**config.mk**
```make
export PLATFORM = sky130hd
export DESIGN_NAME = peak_find_multiwin
export DESIGN_NICKNAME = d
export VERILOG_FILES = /design/src/rtl/peak_find_multiwin.sv
export SDC_FILE = /design/constraint.sdc
export NUM_CORES = 1
export LEC_CHECK = 0
export BUFFER_PORTS_ARGS = -buffer_cell sky130_fd_sc_hd__buf_2
export CORE_MARGIN = 2
export CORE_UTILIZATION = 40
export DETAILED_ROUTE_END_ITERATION = 12
export GPL_ROUTABILITY_DRIVEN = 1
export PLACE_DENSITY_LB_ADDON = 0.12
export SLEW_MARGIN = 20
export SYNTH_ARGS = -nofsm -noshare
export SYNTH_HDL_FRONTEND = slang
export SYNTH_SLANG_ARGS = --single-unit
```
**constraint.sdc**
```tcl
create_clock -name clk -period 9 [get_ports clk]
set_input_delay 2.7 -clock clk [delete_from_list [all_inputs] [get_ports clk]]
set_output_delay 2.7 -clock clk [all_outputs]
set_load 0.1 [all_outputs]
```
**src/rtl/peak_find_multiwin.sv**
```systemverilog
// Multi-window hysteresis peak detector over an external sample RAM.
// Scans NWIN address windows and streams every qualified peak record.
module peak_find_multiwin #(
   parameter int DW     = 8,
   parameter int AW     = 12,
   parameter int NWIN   = 3,
   parameter int WIW    = 2,
   parameter int RD_LAT = 3,
   parameter int DELTA  = 5,
   parameter int SPREAD = 60,
   parameter int MINTOL = 4,
   parameter int MAXPK  = 8
) (
   input  logic               clk,
   input  logic               rst,
   input  logic               start,
   input  logic [NWIN*AW-1:0] cfg_start,
   input  logic [NWIN*AW-1:0] cfg_len,
   output logic               mem_rd,
   output logic [AW-1:0]      mem_addr,
   input  logic [DW-1:0]      mem_data,
   output logic               pk_valid,
   input  logic               pk_ready,
   output logic [AW-1:0]      pk_x,
   output logic [DW-1:0]      pk_y,
   output logic [WIW-1:0]     pk_win,
   output logic               busy,
   output logic               done,
   output logic [7:0]         pk_total,
   output logic               ovf
);

   localparam int CW  = $clog2(MAXPK + 1);
   localparam int LW  = (RD_LAT > 1) ? $clog2(RD_LAT) : 1;
   localparam int DW1 = DW + 1;
   localparam logic [DW:0] DLT = DW1'(DELTA);

   typedef enum logic [2:0] {
      S_IDLE, S_WINIT, S_ISSUE, S_WAIT,
      S_EVAL, S_EMIT, S_NEXTW, S_DONE
   } state_t;

   state_t          state;
   logic [AW-1:0]   base_q [NWIN];
   logic [AW-1:0]   len_q  [NWIN];
   logic [WIW-1:0]  w;
   logic [AW-1:0]   off;
   logic [AW-1:0]   mx_off;
   logic [AW-1:0]   rise_off;
   logic [DW-1:0]   mx;
   logic [DW-1:0]   mn;
   logic [DW-1:0]   valley;
   logic [DW-1:0]   s;
   logic            look;
   logic [CW-1:0]   cnt;
   logic [LW-1:0]   wc;

   logic [AW-1:0]   cur_base;
   logic [AW-1:0]   cur_len;
   logic [AW-1:0]   off_inc;
   logic [DW-1:0]   t_mx;
   logic [DW-1:0]   t_mn;
   logic [AW-1:0]   t_mx_off;
   logic [DW-1:0]   n_mx;
   logic [DW-1:0]   n_mn;
   logic [DW-1:0]   n_valley;
   logic [AW-1:0]   n_mx_off;
   logic [AW-1:0]   n_rise;
   logic            n_look;
   logic            qual;

   assign cur_base = base_q[w];
   assign cur_len  = len_q[w];
   assign off_inc  = off + AW'(1);

   // Evaluate one sample: running extrema, then rise/fall hysteresis decision.
   always_comb begin
      t_mx     = mx;
      t_mx_off = mx_off;
      t_mn     = mn;
      if (s > mx) begin
         t_mx     = s;
         t_mx_off = off;
      end
      if (s < mn) t_mn = s;
      n_mx     = t_mx;
      n_mx_off = t_mx_off;
      n_mn     = t_mn;
      n_look   = look;
      n_rise   = rise_off;
      n_valley = valley;
      qual     = 1'b0;
      if (!look && ({1'b0, s} > {1'b0, t_mn} + DLT)) begin
         n_look   = 1'b1;
         n_rise   = off;
         n_valley = t_mn;
         n_mx     = s;
         n_mx_off = off;
      end else if (look && ({1'b0, s} + DLT < {1'b0, t_mx})) begin
         qual   = ((off - t_mx_off) < AW'(SPREAD)) &&
                  ((off - rise_off) > AW'(MINTOL));
         n_mx   = s;
         n_mn   = s;
         n_look = 1'b0;
      end
   end

   // Scan controller with registered read strobe, peak stream and status.
   always_ff @(posedge clk or posedge rst) begin
      if (rst) begin
         state    <= S_IDLE;
         for (int i = 0; i < NWIN; i++) begin
            base_q[i] <= '0;
            len_q[i]  <= '0;
         end
         w        <= '0;
         off      <= '0;
         mx_off   <= '0;
         rise_off <= '0;
         mx       <= '0;
         mn       <= '1;
         valley   <= '0;
         s        <= '0;
         look     <= 1'b0;
         cnt      <= '0;
         wc       <= '0;
         mem_rd   <= 1'b0;
         mem_addr <= '0;
         pk_valid <= 1'b0;
         pk_x     <= '0;
         pk_y     <= '0;
         pk_win   <= '0;
         busy     <= 1'b0;
         done     <= 1'b0;
         pk_total <= '0;
         ovf      <= 1'b0;
      end else begin
         mem_rd <= 1'b0;
         done   <= 1'b0;
         unique case (state)
            S_IDLE: begin
               if (start) begin
                  for (int i = 0; i < NWIN; i++) begin
                     base_q[i] <= cfg_start[i*AW +: AW];
                     len_q[i]  <= cfg_len[i*AW +: AW];
                  end
                  w        <= '0;
                  ovf      <= 1'b0;
                  pk_total <= '0;
                  busy     <= 1'b1;
                  state    <= S_WINIT;
               end
            end
            S_WINIT: begin
               off  <= '0;
               mx   <= '0;
               mn   <= '1;
               look <= 1'b0;
               cnt  <= '0;
               if (cur_len == '0) begin
                  state <= S_NEXTW;
               end else begin
                  mem_rd   <= 1'b1;
                  mem_addr <= cur_base;
                  state    <= S_ISSUE;
               end
            end
            S_ISSUE: begin
               wc    <= '0;
               state <= S_WAIT;
            end
            S_WAIT: begin
               if (wc == LW'(RD_LAT - 1)) begin
                  s     <= mem_data;
                  state <= S_EVAL;
               end else begin
                  wc <= wc + LW'(1);
               end
            end
            S_EVAL: begin
               mx       <= n_mx;
               mx_off   <= n_mx_off;
               mn       <= n_mn;
               look     <= n_look;
               rise_off <= n_rise;
               valley   <= n_valley;
               off      <= off_inc;
               if (qual && (cnt < CW'(MAXPK))) begin
                  pk_x     <= cur_base + t_mx_off;
                  pk_y     <= t_mx - valley;
                  pk_win   <= w;
                  pk_valid <= 1'b1;
                  cnt      <= cnt + CW'(1);
                  if (pk_total != 8'hFF) pk_total <= pk_total + 8'd1;
                  state    <= S_EMIT;
               end else begin
                  if (qual) ovf <= 1'b1;
                  if (off_inc == cur_len) begin
                     state <= S_NEXTW;
                  end else begin
                     mem_rd   <= 1'b1;
                     mem_addr <= cur_base + off_inc;
                     state    <= S_ISSUE;
                  end
               end
            end
            S_EMIT: begin
               if (pk_ready) begin
                  pk_valid <= 1'b0;
                  if (off == cur_len) begin
                     state <= S_NEXTW;
                  end else begin
                     mem_rd   <= 1'b1;
                     mem_addr <= cur_base + off;
                     state    <= S_ISSUE;
                  end
               end
            end
            S_NEXTW: begin
               if (w == WIW'(NWIN - 1)) begin
                  busy  <= 1'b0;
                  done  <= 1'b1;
                  state <= S_DONE;
               end else begin
                  w     <= w + WIW'(1);
                  state <= S_WINIT;
               end
            end
            S_DONE: begin
               state <= S_IDLE;
            end
            default: state <= S_IDLE;
         endcase
      end
   end

endmodule

```
# After elaboration in Yosys (flattened, before gate mapping)

Cells that the tools add are included.

Add/subtract/negate cells: 13
Magnitude comparators: 8
Multiplexer cells: 66
Bitwise operators: 1
Equality and inequality tests: 26
Reductions and logical operators: 27

Operators by type and width:

| operator              | number |
|---|---|
| $mux 12               | 11 |
| $mux 8                | 9 |
| $bmux 12 s2           | 2 |
| $pmux 8 s2            | 3 |
| $add 12x12->12        | 3 |
| $pmux 12 s3           | 1 |
| $ne 2x2->1 const B    | 13 |
| $eq 12x12->1          | 2 |
| $mux 3                | 8 |
| $pmux 12 s2           | 1 |
| $pmux 3 s8            | 1 |
| $sub 12x12->12        | 2 |
| $add 8x3->9 const B   | 2 |
| $mux 1                | 18 |
| $reduce_and 2->1      | 7 |
| $add 12x1->12 const B | 1 |
| $eq 3x3->1 const B    | 4 |
| $gt 12x3->1 const B   | 1 |
| $logic_not 12->1      | 1 |
| $lt 12x6->1 const B   | 1 |
| $reduce_and 3->1      | 4 |
| $reduce_bool 2->1     | 5 |
| $gt 8x9->1            | 1 |
| $lt 9x8->1            | 1 |
| other kinds (26)      | 39 |

Register bits after elaboration: 199

# Logic depth before layout (Yosys ltp)

Depth after elaboration: 10
Gate-level depth with buffers: 27

# Worst setup path before layout

No wires, ideal clock.

Path type: reg2reg
From: reg s[1]
To: reg mem_addr[0]
Cell stages (with the launch flop): 22
Data required time: 8.874 ns
Data arrival time: 4.817 ns
Library setup time: 0.126 ns
Period minus slack after synthesis: 4.944 ns
Path buffers: 4
Slack: 4.056 ns
Cells stage by stage: dfrtp_1 ha_1 nor2b_1 o211ai_1 a21o_1 a21o_1 clkbuf_1 buf_1 a21o_1 inv_1 ha_1 o21a_1 nand2_1 a2111oi_0 o31ai_1 a2111oi_0 and4_1 buf_6 a21oi_2 o21a_4 buf_12 mux2_4

Word-level cells in the longest chain between the ends: 10

Ends and longest elaborated chain:

| element                             | RTL line | RTL |
|---|---|---|
| start: declaration                  | 53       | `logic [DW-1:0] s;` |
| start signal: assignment            | 174      | `s <= mem_data;` |
| $gt 8x8->1                          | 81       | `if (s > mx) begin` |
| $mux 12                             | 81       |  |
| $sub 12x12->12                      | 100      | `qual = ((off - t_mx_off) < AW'(SPREAD)) &&` |
| $lt 12x6->1                         | 100      |  |
| $logic_and 1x1->1                   | 100      |  |
| $mux 1                              | 99       | `end else if (look && ({1'b0, s} + DLT < {1'b0, t_mx})) begin` |
| $mux 1 *                            | 93       | `if (!look && ({1'b0, s} > {1'b0, t_mn} + DLT)) begin` |
| $logic_and 1x1->1 *                 | 188      | `if (qual && (cnt < CW'(MAXPK))) begin` |
| $ne 2x2->1 (no source line) *       | --       |  |
| $reduce_and 6->1 (no source line) * | --       |  |
| end signal: assignment              | 164      | `mem_addr <= cur_base;` |
| end signal: assignment              | 202      | `mem_addr <= cur_base + off_inc;` |
| end signal: assignment              | 214      | `mem_addr <= cur_base + off;` |
| end: declaration                    | 20       | `output logic [AW-1:0] mem_addr,` |

Every way passes the cells marked *; elsewhere a longest branch is shown, timed or not.
A chain may end at the register's enable or synchronous reset.

# Worst setup path in the final report

From: reg s[1]
To: reg pk_total[4]

Word-level cells in the longest chain between the ends: 10

Ends and longest elaborated chain:

| element                             | RTL line | RTL |
|---|---|---|
| $gt 8x8->1                          | 81       |  |
| $mux 12                             | 81       |  |
| $sub 12x12->12                      | 100      |  |
| $lt 12x6->1                         | 100      |  |
| $logic_and 1x1->1                   | 100      |  |
| $mux 1                              | 99       |  |
| $mux 1 *                            | 93       |  |
| $logic_and 1x1->1 *                 | 188      |  |
| $ne 2x2->1 (no source line) *       | --       |  |
| $reduce_and 4->1 (no source line) * | --       |  |
| end signal: assignment              | 194      | `if (pk_total != 8'hFF) pk_total <= pk_total + 8'd1;` |
| end: declaration                    | 29       | `output logic [7:0] pk_total,` |

Marked as above.

==> metrics.md <==
| Metric | Value |
|---|---|
| Status | `completed` |
| Remaining antenna violation count | `0` |
| Clock Path Buffers | `2` |
| Ranking of synthesized cells by area | `dfrtp_1 (37%), mux2_2 (9.8%), ha_1 (8.4%)` |
| Period Utilization, post-route | `71.9%` |
| Slew margin rel. | `35.7%` |
| Syn Inst Count | `1352` |
| Worst r2r src | `s[1]` |
| Critical Path Source Type | `flop` |
| Die H | `184 um` |
| Vias in the first global route | `10125` |
| #FFs+latches synth | `199` |
| CTS Hold Bufs | `0` |
| Pwr dens | `353 nW/um^2` |
| Worst path required time | `9360 ps` |
| Synth top area share | `36.7%` |
| R2R Setup Slk | `2530 ps` |
| CP arrival | `6830 ps` |
| Hold path depth | `2` |
| Max Freq | `155 MHz` |
| Via-to-Cell Ratio | `5.35` |
| Final Hold Viols | `0` |
| Root buf cell | `clkbuf_16` |
| CTS buffer count | `17` |
| Final Util | `45.3%` |
| Adder-Cell Fraction of Synth Area | `8.98%` |
| Setup Viol. Count Final | `0` |
| Post-synth EDFFs | `0` |
| Max VDD drop | `192 uV` |
| Initial drt markers | `516` |
| Clock period minus worst slack | `6470 ps` |
| Netlist cell types | `80` |
| CP Cell Sequence | `ha_1, nor2b_1, o211ai_1, a21o_1, a21o_2, nand2_1, nand2_1, inv_1, ha_1, o21a_1, nand2_1, a2111oi_0, o31ai_1, a2111oi_0, and4_1, nand3_2, or2_1, o31ai_1` |
| PortBufs | `130` |
| Antenna diodes | `0` |
| Slew @ Worst Pin | `954 ps` |
| Worst-path clk slew | `70 ps` |
| DR WL/cell | `18.0 um` |
| Crit-path max cell delay | `760 ps` |
| Final wirelength | `34200 um` |
| FF-to-FF path depth | `18` |
| Fill count | `3184` |
| # DRC | `0` |
| Number of max-cap violations | `0` |
| Critical Path End Type | `flop` |
| Core footprint | `32300 um^2` |
| Layout cells sized above 1 | `22.2%` |
| GPL Wtd Cong | `0.898` |
| Largest family of logic cells by synthesized area | `compound AO/OA/AOI/OAI gates` |
| Syn Nets | `1527` |
| Die outline width | `184 um` |
| Worst hold endpoint | `pk_x[9]` |
| Detailed placement HPWL | `25600 um` |
| Area delta synth->final | `12.3%` |
| Setup CP Type | `reg -> reg` |
| Multi-input logic area | `7430 um^2` |
| Initial Utilization | `40.3%` |
| Synth Area in Compound Gates | `16.3%` |
| Initial antenna violation count | `0` |
| Predominant post-synthesis flop cell | `dfrtp_1` |
| CTS sink count | `199` |
| Synthesized cell area | `13000 um^2` |
| I/O pin cnt | `131` |
| H-tree depth | `4` |
| Most common cell type on the critical path | `nand2_1` |
| Post-Synth XOR/XNOR Area | `5.72%` |
| CTS tree | `built` |
| Total negative slack | `0 ps` |
| Hold Slack | `477 ps` |
| First-pass GRT wire length | `55200 um` |
| Pre-Repair DR Iteration Count | `6` |
| Post-Syn Area per Cell | `9.63 um^2` |
| Via count | `10181` |
| Post_cts resized | `0` |
| Mux cell area share after synthesis | `13.8%` |
| Gr usage total | `20.9%` |
| Setup Skew | `11.1 ps` |
| Hold Path Origin | `pk_x[9]` |
| Die area | `34000 um^2` |
| Slew Viols, Final | `0` |
| Reg-to-Reg End | `pk_total[4]` |
| Largest net degree at the start of global routing | `135` |
| Setup bufs post-CTS | `0` |
| Sequential share of the synthesized area | `38.3%` |
| GRT overflow | `0` |
| Crit path max fanout | `49` |
| RSZ-0062 raised after global routing | `no` |
| Std-Cell Rows | `66` |
| Leak | `6.83 nW` |
| FF+latch area | `4990 um^2` |
| Hold Path Class | `reg -> reg` |
| CP max stage cell | `nand3_2` |
| Leading area contributor after synthesis | `dfrtp_1` |
| Asr flop ratio synth | `100%` |
| Clock Latency Late Sink | `450 ps` |
| Post-Synth Simple-Gate Area | `12.2%` |
| Fin nets | `1623` |
| YS warnings | `0` |
[critical path: cells and delay by family, from the launching register on]
kind | cells | cell delay, ps
buffers and inverters | 1 | 50
AND/OR/NAND/NOR | 7 | 2300
AO/OA/AOI/OAI | 8 | 2820
flip-flops | 1 | 540
adder cells (fa/ha/maj) | 2 | 680
[worst max path at each step]
stage | from | slack [ps] | cells after the start | endpoint
6_report | s[1] | 2530 | 18 | pk_total[4]
5_1_grt | s[1] | 1980 | 19 | pk_total[4]
4_1_cts | s[1] | 2320 | 18 | pk_total[4]
3_5_place_dp | s[1] | 2340 | 18 | pk_total[4]
3_3_place_gp | s[1] | 2550 | 19 | pk_total[4]
2_1_floorplan | rst | 890 | 1 | base_q[0]
[cell usage after synthesis, drive strengths merged (5+ instances only)]
library cell	n
nor3	18
buf	21
a211oi	6
nor2b	12
o21a	9
a21oi	69
o31ai	15
nor2	58
or3	5
nand4	13
a31oi	14
a22o	7
o2bb2ai	8
clkbuf	48
and3	12
o22a	8
mux2i	43
ha	87
a21o	26
o21ai	113
nand2	150
inv	78
o21bai	5
dfstp	8
xor2	30
nand3	31
dfrtp	191
nand2b	13
xnor2	55
mux2	119
[stage by stage]
stage               worst slack (ps)  power [mW]  cells  area, um^2
floorplan                        888        3.68   1352       13000
detailed placement              2340        4.41   1871       14000
global route                    1980        5.58   1903       14600
finish                          2530        5.16   1903       14600
global placement                2550        4.37   1871       14000
CTS                             2320        5.19   1903       14600
[routing by layer]
layer | vias to the layer above | share of wire [%] | global-route usage (%) | wire [um]
met4 | 0 | 1.5 | 5.31 | 497
met3 | 29 | 5.5 | 4.96 | 1880
met2 | 211 | 45 | 33.1 | 15500
li1 | 5013 | - | - | -
met1 | 4928 | 48 | 28.8 | 16400
met5 | - | 0 | 0 | 0
[logic make-up (layout without fill, tap and decap cells)]
kind of cell / count (synthesis) / after routing
flops: 199 / 199
simple gates: 339 / 339
buf+inv: 147 / 256
xor+xnor: 85 / 85
mux: 162 / 162
fa+ha+maj: 91 / 91
compound gates: 329 / 329
[flip-flops by register name, summed over array words and instances (netlist names), 12 cells and up]
signal,cells
mem_addr,12
pk_x,12
len_q,36
off,12
mx_off,12
base_q,36
rise_off,12
[cells in the final DEF (no fill, tap or decap), types with 6 or more instances in the layout]
master / instances
a21o_1: 25
o2bb2ai_1: 8
mux2_4: 6
mux2i_1: 43
o21ai_0: 111
ha_1: 87
dfrtp_1: 191
nor2b_1: 12
nor3_1: 18
clkbuf_16: 17
and3_1: 12
nor2_1: 57
buf_4: 16
buf_2: 130
o21a_1: 8
nand4_1: 13
mux2_2: 113
o31ai_1: 15
dfstp_2: 8
a31oi_1: 13
a21oi_1: 66
o22a_1: 8
xnor2_1: 55
a22o_1: 7
nand2_1: 149
xor2_1: 30
nand3_1: 29
a211oi_1: 6
nand2b_1: 12
inv_1: 77
[power by group]
group / internal, mW / leakage, nW / switching (mW)
Clock: 0.376 / 0.276 / 0.389
Sequential: 1.19 / 2.56 / 0.251
Combinational: 1.17 / 4.00 / 1.78
[layout make-up]
cell class                      count  share of cell area, %
Clock inverter                     13                  0.916
Multi-Input combinational cell   1006                   50.8
Tap cell                          442                   3.78
Clock buffer                       19                   3.03
Inverter                           78                   2.05
Timing Repair Buffer              146                   5.27
Sequential cell                   199                   34.1
No activity file was read; power rests on OpenSTA's default activity.
